<file path="src/rtl/module_split_deserializer.sv">
// Split-stage deserializer: packs sampled data bits LSB-first into words,
// accumulates the parity of the sampled state bits for each word, and hands
// completed or flushed words to a 2-entry valid/ready output buffer.
module module_split_deserializer #(
    parameter  int WIDTH_DS = 8,
    localparam int CNT_W_DS = $clog2(WIDTH_DS + 1)
) (
    input  logic                clock_ds,
    input  logic                reset_n_ds,
    input  logic                enable_ds,
    input  logic                data_bit_ds,
    input  logic                state_bit_ds,
    input  logic                flush_ds,
    input  logic                ready_in_ds,
    output logic                valid_out_ds,
    output logic [WIDTH_DS-1:0] word_out_ds,
    output logic [CNT_W_DS-1:0] count_out_ds,
    output logic                parity_out_ds,
    output logic                overflow_ds,
    output logic                busy_ds
);

    typedef enum logic {
        IDLE    = 1'b0,
        COLLECT = 1'b1
    } state_e;

    state_e                state_q, state_d;
    logic [WIDTH_DS-1:0]   shift_q, shift_d;
    logic [CNT_W_DS-1:0]   cnt_q, cnt_d;
    logic                  par_q, par_d;

    logic [WIDTH_DS-1:0]   buf_word_q [2];
    logic [CNT_W_DS-1:0]   buf_cnt_q  [2];
    logic                  buf_par_q  [2];
    logic                  rd_ptr_q, wr_ptr_q;
    logic [1:0]            occ_q, occ_d;
    logic                  overflow_q;
    logic                  busy_q;

    logic [WIDTH_DS-1:0]   cap_shift;
    logic [CNT_W_DS-1:0]   cap_cnt;
    logic                  cap_par;
    logic                  emit, pop, accept;

    // Capture the current bit (if enabled), then decide whether a word leaves
    // the collector this edge and whether the buffer can take it.
    always_comb begin
        cap_shift = shift_q;
        cap_cnt   = cnt_q;
        cap_par   = par_q;
        if (enable_ds) begin
            for (int unsigned i = 0; i < WIDTH_DS; i++) begin
                if (CNT_W_DS'(i) == cnt_q) begin
                    cap_shift[i] = data_bit_ds;
                end
            end
            cap_cnt = cnt_q + CNT_W_DS'(1);
            cap_par = par_q ^ state_bit_ds;
        end

        // Completion and flush on the same edge fold into a single emit.
        emit   = (cap_cnt == CNT_W_DS'(WIDTH_DS)) | (flush_ds & (cap_cnt != '0));
        pop    = (occ_q != 2'd0) & ready_in_ds;
        accept = emit & ((occ_q != 2'd2) | pop);

        if (emit) begin
            shift_d = '0;
            cnt_d   = '0;
            par_d   = 1'b0;
        end else begin
            shift_d = cap_shift;
            cnt_d   = cap_cnt;
            par_d   = cap_par;
        end
        state_d = (cnt_d == '0) ? IDLE : COLLECT;

        case ({accept, pop})
            2'b10:   occ_d = occ_q + 2'd1;
            2'b01:   occ_d = occ_q - 2'd1;
            default: occ_d = occ_q;
        endcase
    end

    // Collector, output buffer, sticky overflow and registered busy flag.
    always_ff @(posedge clock_ds or negedge reset_n_ds) begin
        if (!reset_n_ds) begin
            state_q    <= IDLE;
            shift_q    <= '0;
            cnt_q      <= '0;
            par_q      <= 1'b0;
            for (int unsigned i = 0; i < 2; i++) begin
                buf_word_q[i] <= '0;
                buf_cnt_q[i]  <= '0;
                buf_par_q[i]  <= 1'b0;
            end
            rd_ptr_q   <= 1'b0;
            wr_ptr_q   <= 1'b0;
            occ_q      <= 2'd0;
            overflow_q <= 1'b0;
            busy_q     <= 1'b0;
        end else begin
            state_q <= state_d;
            shift_q <= shift_d;
            cnt_q   <= cnt_d;
            par_q   <= par_d;
            if (accept) begin
                buf_word_q[wr_ptr_q] <= cap_shift;
                buf_cnt_q[wr_ptr_q]  <= cap_cnt;
                buf_par_q[wr_ptr_q]  <= cap_par;
                wr_ptr_q             <= ~wr_ptr_q;
            end
            if (pop) begin
                rd_ptr_q <= ~rd_ptr_q;
            end
            occ_q <= occ_d;
            if (emit && !accept) begin
                overflow_q <= 1'b1;
            end
            busy_q <= (state_d == COLLECT) | (occ_d != 2'd0);
        end
    end

    // Head of the buffer, forced to zero while the buffer is empty.
    always_comb begin
        valid_out_ds  = (occ_q != 2'd0);
        word_out_ds   = valid_out_ds ? buf_word_q[rd_ptr_q] : '0;
        count_out_ds  = valid_out_ds ? buf_cnt_q[rd_ptr_q]  : '0;
        parity_out_ds = valid_out_ds ? buf_par_q[rd_ptr_q]  : 1'b0;
        overflow_ds   = overflow_q;
        busy_ds       = busy_q;
    end

endmodule

</file>
<file path="config.mk">
export PLATFORM = sky130hd
export DESIGN_NAME = module_split_deserializer
export DESIGN_NICKNAME = d
export VERILOG_FILES = /design/src/rtl/module_split_deserializer.sv
export SDC_FILE = /design/constraint.sdc
export NUM_CORES = 1
export LEC_CHECK = 0
export CORE_AREA = 2 2 70 72
export DETAILED_ROUTE_END_ITERATION = 12
export DIE_AREA = 0 0 72 74
export PLACE_DENSITY = 0.73
export SYNTH_ARGS = -nofsm -noshare
export SYNTH_HDL_FRONTEND = slang
export SYNTH_SLANG_ARGS = --single-unit
</file>
<file path="constraint.sdc">
create_clock -name clock_ds -period 2.6 [get_ports clock_ds]
set_input_delay 0.52 -clock clock_ds [delete_from_list [all_inputs] [get_ports clock_ds]]
set_output_delay 0.52 -clock clock_ds [all_outputs]
set_load 0.1 [all_outputs]
</file>
# Word-level counts from Yosys, hierarchy flattened
# Cells that the tools add are included.
# op_classes
addsub,3
n_lt_le_gt_ge,3
eq_ne,11
mux,37
bitwise_logic,11
n_reduce_logical,8
# ops
op,n
$mux W8,7
$mux W4,7
$bwmux W16,1
$eq A3 B4 Y1 const A,4
$mux W1,16
$bwmux W8,1
$demux W8 S1,1
$eq A2 B4 Y1 const A,2
$logic_not A4 Y1,2
$add A4 B1 Y4 const B,1
$demux W4 S1,1
$eq A1 B4 Y1 const A,1
$eq A4 B4 Y1 const B,1
$ge A2 B2 Y1 const B,2
$not A1 Y2,2
$pmux W2 S2,1
$reduce_bool A2 Y1,2
$reduce_bool A4 Y1,1
$and A1 B1 Y1,3
$or A1 B1 Y1,3
$add A2 B1 Y2 const B,1
$bwmux W2,1
$eq A2 B1 Y1 const B,1
$eq A2 B2 Y1 const B,1
8 further kinds,10
# totals
register_bits,45
inputBits,7
wordCells,87

# Longest topological paths before layout
# Gate-level depths: netlist of run 1.
# depth
word_depth,10
ltp_mapped,12
mapped_depth_nobuf,12

# Least setup slack after synthesis of run 1
# OpenSTA, ideal clock, no wires.
# synth_timing
kind,reg-to-output
startpoint,reg rd_ptr_q
endpoint,out count_out_ds[0]
arrival_ps,2421
slack_ps,-341
stages_incl_launch_ff,5
cell_sequence,dfrtp_1 -> clkbuf_1 -> clkbuf_1 -> mux2i_1 -> nor2_1
# synth_between
elab_chain_cells,5
# synth_lines
element,line_no,source
from (decl),36,"logic rd_ptr_q, wr_ptr_q;"
from (signal assigned),114,rd_ptr_q <= ~rd_ptr_q;
$not A1 Y2 (not written as such),128,count_out_ds = valid_out_ds ? buf_cnt_q[rd_ptr_q] : '0;
$mux W4 (not written as such) (3 in a row),128,
$mux W4,128,
to (decl),17,"output logic [CNT_W_DS-1:0] count_out_ds,"
# No other way between the ends. The select of a mux whose other input is x is not followed.

# Worst setup path after layout of run 1
# layout_timing
startpoint,in enable_ds
endpoint,"reg busy_q, in the netlist busy_ds"
# layout_between
elab_chain_cells,9
# layout_lines
element,line_no,source
from (decl),10,"input logic enable_ds,"
$mux W4 *,52,if (enable_ds) begin
$reduce_bool A4 Y1,63,emit = (cap_cnt == CNT_W_DS'(WIDTH_DS)) | (flush_ds & (cap_cnt != '0));
$and A1 B1 Y1,63,
$or A1 B1 Y1 *,63,
$and A1 B1 Y1 *,65,accept = emit & ((occ_q != 2'd2) | pop);
$eq A2 B1 Y1 or $eq A2 B2 Y1 (tied branches),78,"case ({accept, pop})"
$pmux W2 S2 *,78,
net occ_d[1],37,"logic [1:0] occ_q, occ_d;"
$reduce_bool A2 Y1 *,120,busy_q <= (state_d == COLLECT) | (occ_d != 2'd0);
$or A1 B1 Y1 *,120,
to (signal assigned),120,
to (decl),39,logic busy_q;
# The timed path passes the listed nets; every way through them passes the cells marked *.
# A chain may end at the register's enable or synchronous reset.

==> results of run 1 <==
[repair_timing]
item                                    in CTS  in global routing
pin swaps                                    3                  7
resized for setup                            3                  9
endpoints found under the setup margin       1                  2
buffers inserted                             2                  1
[power groups by stage]
stage / Sequential [mW] / Combinational, mW / Clock, mW
6_report: 1.01 / 2.40 / 0.420
5_1_grt: 1.04 / 2.54 / 0.461
4_1_cts: 1.01 / 2.32 / 0.435
3_5_place_dp: 1.02 / 2.27 / 0
3_3_place_gp: 1.01 / 2.20 / 0
2_1_floorplan: 1.08 / 1.46 / 0
[metrics by stage]
stage,area (sq um),util [%],setup WS (ns)
2_1_floorplan,2260,-,0.100
3_3_place_gp,2760,59.9,-0.169
3_5_place_dp,2760,59.9,-0.296
4_1_cts,2880,62.6,0.000292
5_1_grt,2930,63.8,0.00496
6_report,2930,63.8,0.0863
[synthesized netlist by cell type, types with 2 or more instances]
library cell and instances:
clkbuf_1 5, ha_1 5, mux2_2 34, buf_6 2, nand4b_1 2, nor2b_1 16, nor2_1 20, xnor2_1 6
buf_2 2, dfrtp_1 45, xor2_1 3, mux2i_1 13, nand2_1 7, inv_1 3, or3_1 2, a21o_1 2
nand3_1 2
[state kept, by name, indices dropped and copies added (netlist names), 2 cells and up]
signal / count
occ_q: 2
buf_cnt_q: 8
buf_par_q: 2
shift_q: 8
buf_word_q: 16
cnt_q: 4
[cell families (layout without fill, tap and decap cells)]
kind of cell / Yosys count / after routing / synth area share [%]
adder cells (fa/ha/maj): 5 / 5 / 2.80
multiplexers: 47 / 47 / 22.9
AND/OR/NAND/NOR: 58 / 58 / 15.2
buffers and inverters: 12 / 50 / 2.80
XOR/XNOR: 9 / 9 / 3.53
flip-flops: 45 / 45 / 50.4
AO/OA/AOI/OAI: 7 / 7 / 2.41
[area by class of cell]
| cell class | instances | area, sq um |
|---|---|---|
| Sequential cell | 45 | 1130 |
| Fill cell | 372 | 1670 |
| Multi-Input combinational cell | 126 | 1140 |
| Clock inverter | 3 | 17.5 |
| Clock buffer | 5 | 68.8 |
| Tap cell | 54 | 67.6 |
| Timing Repair Buffer | 39 | 503 |
| Inverter | 3 | 11.3 |
[layout by cell type (no fill, tap or decap), types with 2 or more instances in the layout]
master	netlist	final
ha_2	0	2
inv_1	3	2
buf_4	0	17
xor2_1	3	2
nand2_1	7	7
or3_4	0	2
clkbuf_8	0	5
mux2_2	34	34
buf_12	0	16
mux2i_1	13	13
nand3_1	2	2
nor2_2	0	10
nor2b_1	16	16
nand4b_1	2	2
nor2_1	20	10
clkinv_2	0	2
ha_1	5	2
clkdlybuf4s50_1	0	5
dfrtp_1	45	44
a21o_1	2	2
xnor2_1	6	6
[worst min path at each step]
stage / startpoint / slack, ns / cells past startpoint / to
5_1_grt: reset_n_ds / 0.44 / 1 / busy_ds
4_1_cts: reset_n_ds / 0.40 / 1 / busy_ds
2_1_floorplan: reset_n_ds / 0.22 / 0 / buf_cnt_q[0]
3_5_place_dp: overflow_ds / 0.46 / 1 / overflow_ds
6_report: reset_n_ds / 0.37 / 1 / busy_ds
3_3_place_gp: overflow_ds / 0.45 / 1 / overflow_ds
[worst register-to-register path, delay by kind of cell (launching register included)]
family,cells,cell delay [ns]
AO/OA/AOI/OAI,2,0.25
XOR/XNOR,2,0.31
adder cells (fa/ha/maj),2,0.38
buffers and inverters,1,0.15
flip-flops,1,0.44
AND/OR/NAND/NOR,5,0.86
[metal layers]
layer  vias to the layer above  routed length, microns
li1                        698                       -
met1                       735                    1840
met2                        28                    2300
met3                        11                     192
met4                         0                     133
met5                         -                       0
==> impl_metrics.env, run 1 <==
export IMPL_crit_chain="clkdlybuf4s50_1 -> or3_4 -> a21oi_4 -> o21ai_2 -> or3_4 -> ha_2 -> xnor2_1 -> nor2_2 -> xor2_2 -> nor2_1 -> nand2_1"
export IMPL_clock_sinks=45
export IMPL_cp_endpoint="busy_ds"
export IMPL_numCtsBuffers=5
export IMPL_cp_end_kind="flop"
export IMPL_syn_area_sq_mm=0.00224
export IMPL_dp_cells=264
export IMPL_grt_most_used_layer="met2"
export IMPL_p_sw_share_pct=45.0
export IMPL_avgSynthCellArea_sq_um=12.2
export IMPL_arrival_ns=2.71
export IMPL_cts_root_buf="clkbuf_8"
export IMPL_pwr_share_seq_pct=26.4
export IMPL_timing_reg2reg_setup_slack_ns=0.11
export IMPL_grt_pass1_wl_mm=7.30
export IMPL_routed_wl_mm=4.47
export IMPL_r2r_cells=12
export IMPL_finalMaxSlewViolations=0
export IMPL_power_mw=3.83
export IMPL_syn_inst=183
export IMPL_cp_start_kind="input port"
export IMPL_maxCapViolCount=0
export IMPL_grtUsageMet1_pct=21.9
export IMPL_fp_coreArea_sq_mm=0.00460
export IMPL_setup_viol=0
export IMPL_die_h_microns=74
export IMPL_cp_slowest_stage_delay_ns=0.44
export IMPL_io_pins=23
export IMPL_num_vias=1472
export IMPL_worst_path_stages=11
export IMPL_rsz0062_at_grt="false"
export IMPL_synth_top_flop_cell="dfrtp_1"
export IMPL_rows=25
export IMPL_syn2layout_area_growth_pct=31.1
export IMPL_drc_errors=0
export IMPL_p_sw_mw=1.72
export IMPL_cp_max_fo=2
export IMPL_cp_top_family="simple AND/OR/NAND/NOR gates"
export IMPL_grt_pass1_vias=1562
export IMPL_leakagePower_nw=1.35
export IMPL_power_share_clock_pct=11.0
export IMPL_timing_critical_path_buf_inv=1
export IMPL_drtIter0Drc=60
export IMPL_layout_drive_gt1_share_pct=46.2
export IMPL_worst_r2r_startpoint="cnt_q[0]"
export IMPL_worstMarginPinSlew_ns=0.971
export IMPL_dieArea_sq_mm=0.00533
export IMPL_nets=232
export IMPL_finalNonFillerCells=275
export IMPL_outcome="finished, final reports clean"
export IMPL_cts_tree="done"
export IMPL_path_common_cell="or3_4"
export IMPL_vdd_drop_max_mv=0.745
export IMPL_hold_buffers=0
export IMPL_antenna_found_initial=0
export IMPL_gr_total_overflow=0
export IMPL_worstPathRequired_ns=2.79
export IMPL_async_flop_share_pct=100
export IMPL_fmax_ghz=0.398
export IMPL_gp_congestion=0.829
export IMPL_slowest_stage="clkdlybuf4s50_1"
export IMPL_io_buffers=22
export IMPL_antenna_left=0
export IMPL_htree_levels=2
export IMPL_crit_start="enable_ds"
export IMPL_clockBufferDepth=2
export IMPL_grt_usage_pct=18.4
export IMPL_yosys_area_top_type="dfrtp_1"
export IMPL_min_period_over_period_pct=96.7
export IMPL_die_w_microns=72
export IMPL_tns_ns=0
export IMPL_initial_core_util_pct=48.6
export IMPL_grtUsageMet2_pct=31.5
export IMPL_yosysUniqueCellTypes=31
export IMPL_p_per_area_mw_per_mm2=1310
export IMPL_pwr_share_comb_pct=62.7
export IMPL_grt_max_degree=46
export IMPL_period_minus_slack_ns=2.51
export IMPL_via_per_inst=5.35
export IMPL_firstDrtPassIters=4
export IMPL_yosysSeqAreaShare_pct=50.4
export IMPL_clk_insertion_delay_late_ns=0.30
export IMPL_intPower_mw=2.11
export IMPL_r2r_end="busy_ds"
export IMPL_skew_ns=0.00643
export IMPL_ys_seq_elements=45
export IMPL_synth_top_cell_area_share_pct=50.4
export IMPL_num_antenna_cells=0
export IMPL_synth_warnings=0
export IMPL_use_met3_pct=4.74
export IMPL_synth_nets=195
export IMPL_detail_route_wl_per_cell_microns=16.2
export IMPL_maxSlewHeadroom_pct=35.3
export IMPL_holdWs_ns=0.366
export IMPL_min_path_type="in -> async"
export IMPL_synth_edf_count=0
export IMPL_synth_area_leaders="dfrtp_1, mux2_2, mux2i_1"
export IMPL_setup_worst_path_class="in -> reg"
export IMPL_dpl_hpwl_mm=3.10
export IMPL_cts_clk_slew_worst_paths_ns=0.08
export IMPL_hold_viol=0
Note: power is estimated with default switching activity, not from simulation.
==> inputs of run 2 (changes only) <==
--- a/config.mk
+++ b/config.mk
@@ -9,6 +9,7 @@
 export DETAILED_ROUTE_END_ITERATION = 12
 export DIE_AREA = 0 0 72 74
 export PLACE_DENSITY = 0.73
+export SLEW_MARGIN = 20
 export SYNTH_ARGS = -nofsm -noshare
 export SYNTH_HDL_FRONTEND = slang
 export SYNTH_SLANG_ARGS = --single-unit
==> run 2 against run 1 <==
  * First-iteration DRC count rose by 22%
  * Combinational power barely moved
  * Worst hold slack got worse by 0.16 ns
  * Sequential cell count did not move
  * Highest routed layer unchanged
  * Largest cell class unchanged
==> impl_metrics.env, run 2 (synthesis gave the netlist of run 1 again) <==
export IMPL_outcome="finished, final reports clean"
export IMPL_skew_ns=0.00656
export IMPL_crit_start="cnt_q[0]"
export IMPL_dieArea_sq_mm=0.00533
export IMPL_io_pins=23
export IMPL_final_common_cell="dfrtp_1"
export IMPL_grt_pass1_wl_mm=7.30
export IMPL_maxCapViolCount=0
export IMPL_arrival_ns=2.69
export IMPL_dpl_hpwl_mm=3.10
export IMPL_gr_total_overflow=0
export IMPL_cts_clk_slew_worst_paths_ns=0.08
export IMPL_fin_area_sq_mm=0.00296
export IMPL_power_share_clock_pct=11.0
export IMPL_setup_ws_ns=0.104
export IMPL_initial_core_util_pct=48.6
export IMPL_holdWs_ns=0.206
export IMPL_dpl_cell_area_sq_mm=0.00276
export IMPL_cp_end_kind="flop"
export IMPL_pwr_share_seq_pct=26.3
export IMPL_gp_congestion=0.829
export IMPL_maxSlewHeadroom_pct=61.4
export IMPL_numCtsBuffers=5
export IMPL_intPower_mw=2.11
export IMPL_clk_insertion_delay_late_ns=0.30
export IMPL_period_minus_slack_ns=2.50
export IMPL_largest_reg_flops=16
export IMPL_p_sw_mw=1.73
export IMPL_min_period_over_period_pct=96.0
export IMPL_worstMarginPinSlew_ns=0.580
export IMPL_finalMaxSlewViolations=0
export IMPL_detail_route_wl_per_cell_microns=16.4
export IMPL_clock_sinks=45
export IMPL_min_path_type="in -> async"
export IMPL_die_h_microns=74
export IMPL_antenna_left=0
export IMPL_cts_tree="done"
export IMPL_io_buffers=22
export IMPL_routed_wl_mm=4.52
export IMPL_leakagePower_nw=1.37
export IMPL_antenna_found_initial=0
export IMPL_worst_r2r_startpoint="cnt_q[0]"
export IMPL_num_vias=1477
export IMPL_cts_root_buf="clkbuf_8"
export IMPL_dp_cells=264
export IMPL_cp_max_fo=4
export IMPL_tns_ns=0
export IMPL_dp_slack_ns=-0.296
export IMPL_p_per_area_mw_per_mm2=1300
export IMPL_htree_levels=2
export IMPL_rows=25
export IMPL_setup_worst_path_class="reg -> reg"
export IMPL_largest_register="buf_word_q"
export IMPL_fmax_ghz=0.401
export IMPL_pwr_share_comb_pct=62.7
export IMPL_top_regs="buf_word_q (16), buf_cnt_q (8), shift_q (8)"
export IMPL_power_mw=3.84
export IMPL_setup_viol=0
export IMPL_vdd_drop_max_mv=0.745
export IMPL_syn2layout_area_growth_pct=32.3
export IMPL_grt_pass1_vias=1562
export IMPL_layout_drive_gt1_share_pct=46.4
export IMPL_num_antenna_cells=0
export IMPL_grt_max_degree=46
export IMPL_nets=233
export IMPL_cp_start_kind="flop"
export IMPL_hold_buffers=0
export IMPL_p_sw_share_pct=45.0
export IMPL_worstPathRequired_ns=2.79
export IMPL_via_per_inst=5.35
export IMPL_finalNonFillerCells=276
export IMPL_die_w_microns=72
export IMPL_firstDrtPassIters=4
export IMPL_rsz0062_at_grt="false"
export IMPL_fp_coreArea_sq_mm=0.00460
export IMPL_drc_errors=0
export IMPL_drtIter0Drc=73
export IMPL_post_route_util_pct=64.4
export IMPL_hold_viol=0
export IMPL_clockBufferDepth=2
export IMPL_mostFrequentLayoutCells="dfrtp_1, mux2_2, buf_4, nor2b_1, buf_12"
export IMPL_grt_usage_pct=18.4
[run 2: cell types whose count changed in the layout (fill, tap and decap cells not counted)]
cell / change
buf_16: +1
[run 2: power groups by stage]
stage               Clock, mW  Sequential [mW]  Combinational, mW
global route            0.460             1.04               2.54
CTS                     0.435             1.01               2.32
finish                  0.421             1.01               2.41
global placement            0             1.01               2.20
floorplan                   0             1.08               1.46
detailed placement          0             1.02               2.27
[run 2: path summary, 6_finish.rpt]
check                              end  cells after the start  slack (ns)
max                            busy_ds                     12        0.10
min                           occ_q[1]                      1        0.21
max reg2reg                    busy_ds                     12        0.10
min reg2reg                overflow_ds                      1        0.47
max in group asynchronous   shift_q[2]                      2        1.89
min in group clock_ds      overflow_ds                      1        0.47
[run 2: timing repair]
| item | in CTS | in global routing |
|---|---|---|
| setup buffers | 2 | 1 |
| resized for setup | 3 | 9 |
| pin swaps | 3 | 7 |
| setup endpoints to repair | 1 | 2 |
[run 2: final cells by class]
| cell class | instances | area (sq um) |
|---|---|---|
| clock buffers | 5 | 68.8 |
| clock inverters | 3 | 17.5 |
| fillers | 363 | 1640 |
| inverters | 3 | 11.3 |
| multi-input cells | 126 | 1140 |
| flip-flops and latches | 45 | 1130 |
| well taps | 54 | 67.6 |
| repair buffers | 40 | 531 |
[run 2: layer usage]
layer,global-route usage [%],wire [microns],share of wire (%),vias up
met1,21.9,1840,41,737
met3,4.74,179,4.0,13
met4,8.60,154,3.4,0
met5,0,0,0,-
li1,-,-,-,698
met2,31.5,2350,52,29
[run 2: critical path, stage by stage (launching register included)]
cell     delay [ns]
dfrtp_2        0.40
buf_4          0.14
ha_2           0.20
nor2b_1        0.27
a21o_1         0.20
o21ai_2        0.06
or3_4          0.37
ha_2           0.18
xnor2_1        0.16
nor2_2         0.07
xor2_2         0.15
nor2_1         0.11
nand2_1        0.07
==> inputs of run 3 (changes only) <==
--- a/config.mk
+++ b/config.mk
@@ -6,8 +6,10 @@
 export NUM_CORES = 1
 export LEC_CHECK = 0
 export CORE_AREA = 2 2 70 72
+export CTS_CLUSTER_DIAMETER = 100
 export DETAILED_ROUTE_END_ITERATION = 12
 export DIE_AREA = 0 0 72 74
+export HOLD_SLACK_MARGIN = 0.1
 export PLACE_DENSITY = 0.73
 export SLEW_MARGIN = 20
 export SYNTH_ARGS = -nofsm -noshare
==> results of run 3 <==
No change in the layout: final DEF, timing and power equal those of run 2.
